--- config.mk ---
export PLATFORM = sky130hd
export DESIGN_NAME = debug_ctrl
export DESIGN_NICKNAME = d
export VERILOG_FILES = /design/src/rtl/debug_ctrl_pkg.sv /design/src/rtl/debug_ctrl_reset_stretch.sv /design/src/rtl/debug_ctrl.sv
export SDC_FILE = /design/constraint.sdc
export NUM_CORES = 1
export LEC_CHECK = 0
export BUFFER_PORTS_ARGS = -buffer_cell sky130_fd_sc_hd__buf_2
export CORE_AREA = 2 2 39 41
export CTS_BUF_LIST = sky130_fd_sc_hd__clkbuf_4 sky130_fd_sc_hd__clkbuf_8 sky130_fd_sc_hd__clkbuf_16
export DETAILED_ROUTE_END_ITERATION = 16
export DIE_AREA = 0 0 41 43
export GPL_TIMING_DRIVEN = 1
export PLACE_DENSITY = 0.61
export SETUP_SLACK_MARGIN = 0.15
export SYNTH_ARGS = -nofsm -noshare
export SYNTH_HDL_FRONTEND = slang
export SYNTH_SLANG_ARGS = --single-unit
--- constraint.sdc ---
create_clock -name PCLK -period 1.2 [get_ports PCLK]
set_input_delay 0.06 -clock PCLK [delete_from_list [all_inputs] [get_ports PCLK]]
set_output_delay 0.06 -clock PCLK [all_outputs]
set_load 0.005 [all_outputs]
--- src/rtl/debug_ctrl_pkg.sv ---
// Shared types and constants for the debug/halt controller.
package debug_ctrl_pkg;

  localparam int RESET_HOLD_DEFAULT = 4;

  typedef enum logic [2:0] {
    S_RESETTING = 3'd0,
    S_RUN       = 3'd1,
    S_HALTING   = 3'd2,
    S_HALTED    = 3'd3,
    S_STEPPING  = 3'd4
  } dbg_state_e;

endpackage

--- src/rtl/debug_ctrl_reset_stretch.sv ---
// Core reset stretcher: holds the core in reset until RESET_HOLD quiet cycles
// have followed the last sampled RESET_REQUEST, and flags completion to the FSM.
module reset_stretch #(
  parameter int RESET_HOLD = 4
) (
  input  logic clk_i,
  input  logic rst_ni,
  input  logic req_i,
  output logic done_o,
  output logic core_rst_no
);

  localparam int CW = $clog2(RESET_HOLD + 1);
  localparam logic [CW-1:0] HOLD_VAL = CW'(RESET_HOLD);

  logic [CW-1:0] cnt_q, cnt_d;
  logic          rstn_q, rstn_d;

  // Release coincides with the FSM leaving RESETTING: counter empty, no request.
  always_comb begin
    cnt_d  = cnt_q;
    rstn_d = rstn_q;
    if (req_i) begin
      cnt_d  = HOLD_VAL;
      rstn_d = 1'b0;
    end else if (cnt_q != '0) begin
      cnt_d = cnt_q - CW'(1);
    end else begin
      rstn_d = 1'b1;
    end
  end

  always_ff @(posedge clk_i or negedge rst_ni) begin
    if (!rst_ni) begin
      cnt_q  <= HOLD_VAL;
      rstn_q <= 1'b0;
    end else begin
      cnt_q  <= cnt_d;
      rstn_q <= rstn_d;
    end
  end

  assign done_o      = (cnt_q == '0);
  assign core_rst_no = rstn_q;

endmodule

--- src/rtl/debug_ctrl.sv ---
// Debug/halt controller: instruction-boundary halt/resume plus stretched core reset.
// Single-step support (STEPPING state, STEP_REQUEST/CPU_RETIRE) built only with SINGLE_STEP_EN.
module debug_ctrl
  import debug_ctrl_pkg::*;
#(
  parameter int RESET_HOLD = RESET_HOLD_DEFAULT
) (
  input  logic PCLK,
  input  logic PRESETn,
  input  logic DEBUG_REQUEST,
  input  logic RESET_REQUEST,
  input  logic STEP_REQUEST,
  output logic DEBUG_ACK,
  output logic HALTED,
  output logic CPU_HALT,
  input  logic CPU_IDLE,
  input  logic CPU_RETIRE,
  output logic CPU_RESETn
);

  dbg_state_e state_q, state_d;
  logic       pend_q, pend_d;
  logic       ack_q, ack_d;
  logic       halted_q, halted_d;
  logic       halt_q, halt_d;
  logic       rst_done;

  reset_stretch #(.RESET_HOLD(RESET_HOLD)) u_reset_stretch (
    .clk_i       (PCLK),
    .rst_ni      (PRESETn),
    .req_i       (RESET_REQUEST),
    .done_o      (rst_done),
    .core_rst_no (CPU_RESETn)
  );

`ifndef SINGLE_STEP_EN
  logic unused_step_inputs;
  assign unused_step_inputs = STEP_REQUEST ^ CPU_RETIRE;
`endif

  always_comb begin
    state_d = state_q;
    pend_d  = pend_q;
    unique case (state_q)
      S_RESETTING: if (rst_done) state_d = DEBUG_REQUEST ? S_HALTING : S_RUN;
      S_RUN:       if (DEBUG_REQUEST) state_d = S_HALTING;
      S_HALTING: begin
        if (CPU_IDLE)                       state_d = S_HALTED;
        else if (!DEBUG_REQUEST && !pend_q) state_d = S_RUN;
      end
      S_HALTED: begin
        // Resume takes priority over a same-cycle step request.
        if (!DEBUG_REQUEST) state_d = S_RUN;
`ifdef SINGLE_STEP_EN
        else if (STEP_REQUEST) state_d = S_STEPPING;
`endif
      end
`ifdef SINGLE_STEP_EN
      S_STEPPING:  if (CPU_RETIRE) state_d = S_HALTING;
`endif
      default:     state_d = S_RESETTING;
    endcase
    if (RESET_REQUEST) state_d = S_RESETTING;

`ifdef SINGLE_STEP_EN
    if (state_d == S_STEPPING) pend_d = 1'b1;
    if (state_d == S_HALTED || state_d == S_RESETTING) pend_d = 1'b0;
`else
    pend_d = 1'b0;
`endif

    // Outputs are registered from the state being entered.
    halt_d   = 1'b0;
    halted_d = 1'b0;
    ack_d    = 1'b0;
    unique case (state_d)
      S_RESETTING: halt_d = DEBUG_REQUEST;
      S_HALTING: begin
        halt_d = 1'b1;
        ack_d  = pend_d;
      end
      S_HALTED: begin
        halt_d   = 1'b1;
        halted_d = 1'b1;
        ack_d    = 1'b1;
      end
      S_STEPPING:  ack_d = 1'b1;
      default:     ;
    endcase
  end

  always_ff @(posedge PCLK or negedge PRESETn) begin
    if (!PRESETn) begin
      state_q  <= S_RESETTING;
      pend_q   <= 1'b0;
      ack_q    <= 1'b0;
      halted_q <= 1'b0;
      halt_q   <= 1'b0;
    end else begin
      state_q  <= state_d;
      pend_q   <= pend_d;
      ack_q    <= ack_d;
      halted_q <= halted_d;
      halt_q   <= halt_d;
    end
  end

  assign DEBUG_ACK = ack_q;
  assign HALTED    = halted_q;
  assign CPU_HALT  = halt_q;

endmodule

======== Word level (Yosys, flattened, before mapping) ========
Cells that the tools add are included.
operators by class
  $add $sub $neg .......................... 1
  equal/unequal tests ..................... 7
  multiplexer cells ....................... 14
  reductions and logical operators ........ 7
operator list
  kind                   number
  $mux W3                7
  $eq A3 B2 Y1 const B   4
  $pmux W3 S4            1
  $logic_not A3 Y1       3
  $mux W1                4
  $reduce_or A2 Y1       2
  $eq A3 B1 Y1 const B   1
  $eq A3 B3 Y1 const B   1
  $reduce_bool A3 Y1     1
  $sub A3 B1 Y3 const B  1
  $mux W2                1
  $ne A2 B2 Y1 const B   1
  $pmux W1 S2            1
  $reduce_bool A2 Y1     1
word-level totals
  register bits ........................... 10
  bits of input ports ..................... 7
  output and inout bits ................... 4
  word-level logic and storage cells ...... 35

======== Longest topological paths before layout ========
Gate-level depths: netlist of run 1.
  depth in word-level cells ............... 7
  depth in mapped cells ................... 5
  mapped depth without buffers ............ 5

======== Modules after synthesis ========
From an unflattened synthesis of run 1, not the netlist that was laid out.
unflattened totals
  cell total of the unflattened synthesis .. 39
  area total of the unflattened synthesis .. 473.0 sq um
modules (own cells, without submodules)
  module         instances  cells each  area an instance (sq um)  sequential area each (sq um)
  debug_ctrl     1          21          252.7                     150.1
  reset_stretch  1          18          220.2                     101.3

======== Worst setup path after synthesis of run 1 ========
No wires, ideal clock.
  kind .................................... flip-flop to flip-flop
  from .................................... reg u_reset_stretch.cnt_q[0]
  to ...................................... reg u_reset_stretch.cnt_q[1]
  library setup time ...................... 87 ps
  arrival ................................. 1022 ps
  data required time ...................... 1113 ps
  path slack .............................. 92 ps
  cell stages (with the launch flop) ...... 6
  buffers on the path ..................... 0
  clock period less this slack ............ 1108 ps
  cells stage by stage .................... dfrtp_1 -> inv_1 -> ha_1 -> nor2b_4 -> nor2b_2 -> a211oi_2
on the way
  word-level cells in the longest chain between the ends .. 3
  elaborated cells between the ends (all ways) .. 5
  classes of those cells .................. 1 x add/sub; 2 x mux; 2 x reduce/logical
ends and longest elaborated chain
  what                    line                            RTL
  start, declared         debug_ctrl_reset_stretch.sv:16  logic [CW-1:0] cnt_q, cnt_d;
  start signal, assigned  debug_ctrl_reset_stretch.sv:38  cnt_q <= cnt_d;
  $sub A3 B1 Y3           debug_ctrl_reset_stretch.sv:27  cnt_d = cnt_q - CW'(1);
  $mux W3                 debug_ctrl_reset_stretch.sv:26  end else if (cnt_q != '0) begin
  $mux W3                 debug_ctrl_reset_stretch.sv:23  if (req_i) begin
Several ways; a longest one is shown, not always the timed one. The select of a mux whose other input is x is not followed.
A chain may end at the register's enable or synchronous reset.

======== Final worst setup path of run 1 ========
  from .................................... reg u_reset_stretch.cnt_q[1]
  to ...................................... reg u_reset_stretch.cnt_q[0]
on the way
  word-level cells in the longest chain between the ends .. 2
ends and longest elaborated chain
  what                          line
  $reduce_bool A3 Y1            debug_ctrl_reset_stretch.sv:26
  $reduce_bool A2 Y1 (no line)  -
No other way between the ends.

==> flow_summary.ini, run 1 <==
[timing]
fin_crit_ns = 1.13
setup_viol = 0
maxSlewViolCount = 0
max_freq_mhz = 889
whs_ns = 0.0150
period_share_pct = 93.8
rsz0062_at_grt = yes
final.setup.tns_ns = 0
final_hold_viol_count = 0
clock_skew_ns = 0.00199

[critical_path]
cp_cell_sequence = inv_2 > ha_4 > nor2b_4 > xnor2_1 > nor2_1
cp_top_family = flip-flops
cp-start-kind = flop
max_stage_delay_ns = 0.37
slowest_stage = dfrtp_1
worstSetupPathType = flop to flop
cp-end-kind = flop
cp_num_buf_inv = 1
worstPathArrival_ns = 1.27
worstPathRequired_ns = 1.35
cp_max_fo = 5

[routing]
via_count = 308
dr.first_iter.drc_count = 1
wirelength_um = 668
wire_per_inst_um = 9.54
drtPass1Iterations = 2
viasPerCell = 4.40
ant_nets = 0
drc = 0

[yosys]
syn_area_per_cell_sq_um = 11.5
synth-edff-count = 0
netlist_top_cells_area = dfrtp_1, dfstp_2, nor2_1
seq_area_frac_synth_pct = 59.1
netlist_instances = 37
synth-seq-cells = 10
ys.warnings.count = 0
synth_cell_type_count = 17
mappedNetlistArea_sq_um = 425
synth.most_common_cell = dfrtp_1
synthArstFlopShare_pct = 100
synth_area_leader_cell = dfrtp_1
yosysTopAreaCellShare_pct = 52.9
syn_nets = 46
ys_top_cells_by_count = dfrtp_1, nor2_1, a21oi_1
synth-main-ff-cell = dfrtp_1

[floorplanning]
ioPinCount = 11
initial_core_util_pct = 30.7
fp.dieW_um = 41
die_y_um = 43
dieArea_sq_um = 1760
std_cell_rows = 14
coreArea_sq_um = 1380

[pwr]
p_leak_uw = 0.000278
seqPwrFrac_pct = 39.6
clock_power_share_pct = 21.8
switching_share_pct = 30.4
p_switching_uw = 351
powerDensity_nw_per_um2 = 1980
power.internal_uw = 805
max-vdd-ir-drop_mv = 0.747
combPwrFrac_pct = 38.6

[cells_and_area]
areaGrowthSynthToFinish_pct = 37.6
drive_gt1_share_pct = 50.0
n_antenna_cell = 0
fin_nets = 64

[place]
portBuffers = 8
gp_congestion = 0.658

[global_route]
grt_usage_pct = 9.75
antenna_found_initial = 0
grt_pass1_vias = 298
grt_pass1_wl_mm = 1.13
grt_max_degree = 11
grt_overflow = 0

[flow_run]
cap_violations = 0

[worst_hold_path]
hold_class = primary input to flop

[clocking]
cts.path.max_buffers = 2
htreeDepth = 1
cts_tree = yes
cts_sinks = 10
root_buffer = clkbuf_4
clk_pin_slew_ns = 0.06
cts-buffers-inserted = 3
insertion_delay_ns = 0.26

[run_status]
outcome = completed
sequential cells by signal (all words and copies together), names as in the netlist:
name	count
CPU_HALT	1
DEBUG_ACK	1
HALTED	1
state_q	3
u_reset_stretch.cnt_q	3
u_reset_stretch.core_rst_no	1
power by group through the flow:
stage	combinational, uW	sequential, uW	clock, uW
2_1_floorplan	261	455	0
3_3_place_gp	320	456	0
3_5_place_dp	330	458	0
4_1_cts	396	452	266
5_1_grt	497	467	284
6_report	446	458	252
logic make-up (layout without fill, tap and decap cells):
group / after synthesis / in the layout / share of synthesized area, %
adder cells (fa/ha/maj): 2 / 2 / 5.88
buffers and inverters: 3 / 20 / 2.65
flip-flops: 10 / 10 / 59.1
XOR/XNOR: 1 / 1 / 2.06
AND/OR/NAND/NOR: 11 / 11 / 13.8
AO/OA/AOI/OAI: 9 / 9 / 15.6
other: 1 / 1 / 0.882
cell usage in the layout, fill, tap and decap left out, drive strengths merged, types with 2 or more instances in the layout:
| master | count |
|---|---|
| buf | 12 |
| dfrtp | 9 |
| nor2 | 7 |
| clkbuf | 4 |
| a21oi | 4 |
| inv | 3 |
| nor2b | 3 |
| o31ai | 2 |
| ha | 2 |
layout make-up:
cell class / instances / area [sq um]
sequential: 10 / 251
timing repair buffer: 13 / 80.1
fill: 143 / 798
tap: 16 / 20.0
clock buffer: 4 / 30.0
multi-input combinational: 24 / 193
inverter: 3 / 11.3
final timing paths:
| path | slack [ns] | to | startpoint | depth (start not counted) |
|---|---|---|---|---|
| min reg2reg | 0.52 | u_reset_stretch.core_rst_no | u_reset_stretch.core_rst_no | 2 |
| max reg2reg | 0.07 | u_reset_stretch.cnt_q[0] | u_reset_stretch.cnt_q[1] | 5 |
| min | 0.02 | state_q[0] | DEBUG_REQUEST | 2 |
| max | 0.07 | u_reset_stretch.cnt_q[0] | u_reset_stretch.cnt_q[1] | 5 |
| max in group asynchronous | 0.77 | u_reset_stretch.cnt_q[2] | PRESETn | 2 |
| min in group asynchronous | 0.18 | state_q[2] | PRESETn | 2 |
worst reg2reg max path, delay by kind of cell (launching register included):
family	cells	cell delay (ns)
flip-flops	1	0.37
AND/OR/NAND/NOR	2	0.29
XOR/XNOR	1	0.15
adder cells (fa/ha/maj)	1	0.13
buffers and inverters	1	0.08
what timing repair did:
item	in CTS	in global routing
endpoints found under the hold margin	10	0
endpoints found under the setup margin	4	6
resized for setup	0	3
pin swaps	3	2
hold buffers	1	0
buffers inserted	3	1
layer usage:
layer / vias to the layer above / part of all wire, % / GRT usage, % / wire, um
li1: 155 / - / - / -
met1: 146 / 38 / 10.0 / 254
met2: 7 / 55 / 15.0 / 367
met3: 0 / 6.7 / 7.85 / 45
met4: 0 / 0 / 2.00 / 0
met5: - / 0 / 0 / 0
through the flow:
stage | total power [uW] | util, % | area, sq um | std cells | setup slack [ns]
floorplan | 716 | - | 438 | 37 | 0.150
global placement | 777 | 36.0 | 498 | 61 | 0.0981
detailed placement | 789 | 36.0 | 498 | 61 | 0.0941
CTS | 1110 | 40.5 | 561 | 69 | 0.100
global route | 1250 | 42.3 | 586 | 70 | 0.0294
finish | 1160 | 42.3 | 586 | 70 | 0.0746
Note: power is estimated with default switching activity, not from simulation.
==> run 2: changes to the inputs <==
--- a/config.mk
+++ b/config.mk
@@ -12,7 +12,6 @@
 export DIE_AREA = 0 0 41 43
 export GPL_TIMING_DRIVEN = 1
 export PLACE_DENSITY = 0.61
-export SETUP_SLACK_MARGIN = 0.15
 export SYNTH_ARGS = -nofsm -noshare
 export SYNTH_HDL_FRONTEND = slang
 export SYNTH_SLANG_ARGS = --single-unit
==> run 2 against run 1 <==
Net effect:
- clock-buffer cell count stayed put
- register-to-register slack worse by 0.02 ns
- core utilization is 0.090 points lower
==> flow_summary.ini, run 2 (synthesis gave the netlist of run 1 again) <==
[run_status]
outcome = completed

[global_route]
grt_pass1_vias = 317
grt_overflow = 0
grt_pass1_wl_mm = 1.22
grt_usage_pct = 11.6
grt_max_degree = 11
antenna_found_initial = 0

[place]
portBuffers = 8
gp_congestion = 0.665
hpwlAfterDp_um = 495

[clocking]
cts.path.max_buffers = 2
root_buffer = clkbuf_4
insertion_delay_ns = 0.27
clk_pin_slew_ns = 0.07
cts-buffers-inserted = 3
cts_tree = yes
cts_sinks = 10
htreeDepth = 1

[timing]
maxSlewViolCount = 0
max_freq_mhz = 870
clock_skew_ns = 0.000586
fin_crit_ns = 1.15
final.setup.tns_ns = 0
period_share_pct = 95.8
setup_viol = 0
final_hold_viol_count = 0
rsz0062_at_grt = yes

[floorplanning]
std_cell_rows = 14
ioPinCount = 11
fp.dieW_um = 41
coreArea_sq_um = 1380
die_y_um = 43
dieArea_sq_um = 1760
initial_core_util_pct = 30.7

[routing]
ant_nets = 0
drtPass1Iterations = 1
drc = 0
via_count = 314
wire_per_inst_um = 9.99
wirelength_um = 719
viasPerCell = 4.36
dr.first_iter.drc_count = 0

[cells_and_area]
fin_nets = 66
final_common_cell = dfrtp_1
drive_gt1_share_pct = 42.9
areaGrowthSynthToFinish_pct = 37.4
fillerInstances = 142
layout_common_cells = dfrtp_1, buf_2, nor2_1, a21oi_1, buf_4
finish.utilization_pct = 42.2
top_regs = state_q (3), u_reset_stretch.cnt_q (3)
n_antenna_cell = 0

[critical_path]
reg2reg_from = u_reset_stretch.cnt_q[0]
worstPathRequired_ns = 1.40
worstPathArrival_ns = 1.35
crit_path_start = u_reset_stretch.cnt_q[0]
crit_top_cell = nor2_1
worstSetupPathType = flop to flop
r2r_slack_ns = 0.05
slowest_stage = dfrtp_1
cp_max_fo = 4
cp-start-kind = flop
cp_cell_sequence = inv_2 > ha_2 > nor2b_4 > buf_4 > nor2_1 > nor2_1
max_stage_delay_ns = 0.38
cp_top_family = flip-flops
cp-end-kind = flop
cp_num_buf_inv = 2

[worst_hold_path]
hold_class = primary input to flop
min-delay-start = CPU_IDLE

[pwr]
p_leak_uw = 0.000287
powerDensity_nw_per_um2 = 1980
max-vdd-ir-drop_mv = 0.590

[flow_run]
cap_violations = 0
==> run 2: area by class of cell <==
cell class                      instances  area (sq um)  area share [%]
Multi-Input combinational cell         24           165            28.3
Clock buffer                            4          36.3            6.21
Inverter                                3          11.3            1.93
Timing Repair Buffer                   15           100            17.1
Tap cell                               16          20.0            3.43
Sequential cell                        10           251            43.0
==> run 2: layer usage <==
layer	share of wire (%)	up-vias	track usage, %
met5	0	-	0
met2	50	9	15.6
li1	-	159	-
met3	3.2	5	3.14
met1	40	141	11.5
met4	6.8	0	16.0
==> run 2: repair_timing <==
action	4_1_cts	5_1_grt
hold buffers	3	0
endpoints found under the setup margin	0	4
resized for setup	0	2
endpoints found under the hold margin	12	0
buffers inserted	0	2
==> run 2: path summary, 6_finish.rpt <==
| kind | to | cells after the start |
|---|---|---|
| max | u_reset_stretch.core_rst_no | 6 |
| min | state_q[0] | 3 |
| min reg2reg | u_reset_stretch.core_rst_no | 2 |
| min in group asynchronous | u_reset_stretch.cnt_q[0] | 2 |
| max reg2reg | u_reset_stretch.core_rst_no | 6 |
| max in group asynchronous | u_reset_stretch.cnt_q[2] | 2 |
==> run 2: metrics by stage <==
| stage | power [uW] | setup WS [ns] | cells | area, sq um | hold WS (ns) |
|---|---|---|---|---|---|
| after floorplan | 685 | 0.0917 | 37 | 425 | -0.236 |
| after global placement | 783 | 0.0587 | 63 | 500 | -0.0736 |
| after detailed placement | 793 | 0.0272 | 63 | 500 | -0.0708 |
| after CTS | 1120 | 0.00938 | 70 | 567 | 0.127 |
| after global routing | 1260 | -0.0245 | 72 | 584 | 0.147 |
| final | 1160 | 0.0500 | 72 | 584 | 0.128 |
==> run 2: worst reg2reg max path, cell delays in order, from the launching register on <==
cell     delay (ns)
dfrtp_1        0.38
inv_2          0.06
ha_2           0.17
nor2b_4        0.20
buf_4          0.15
nor2_1         0.03
nor2_1         0.09
==> run 2: report_power, final <==
group | internal [uW] | total, uW | leakage [uW] | switching, uW
clock network | 185 | 313 | 0.0000210 | 129
registers | 410 | 450 | 0.000128 | 40.5
logic | 224 | 396 | 0.000137 | 173
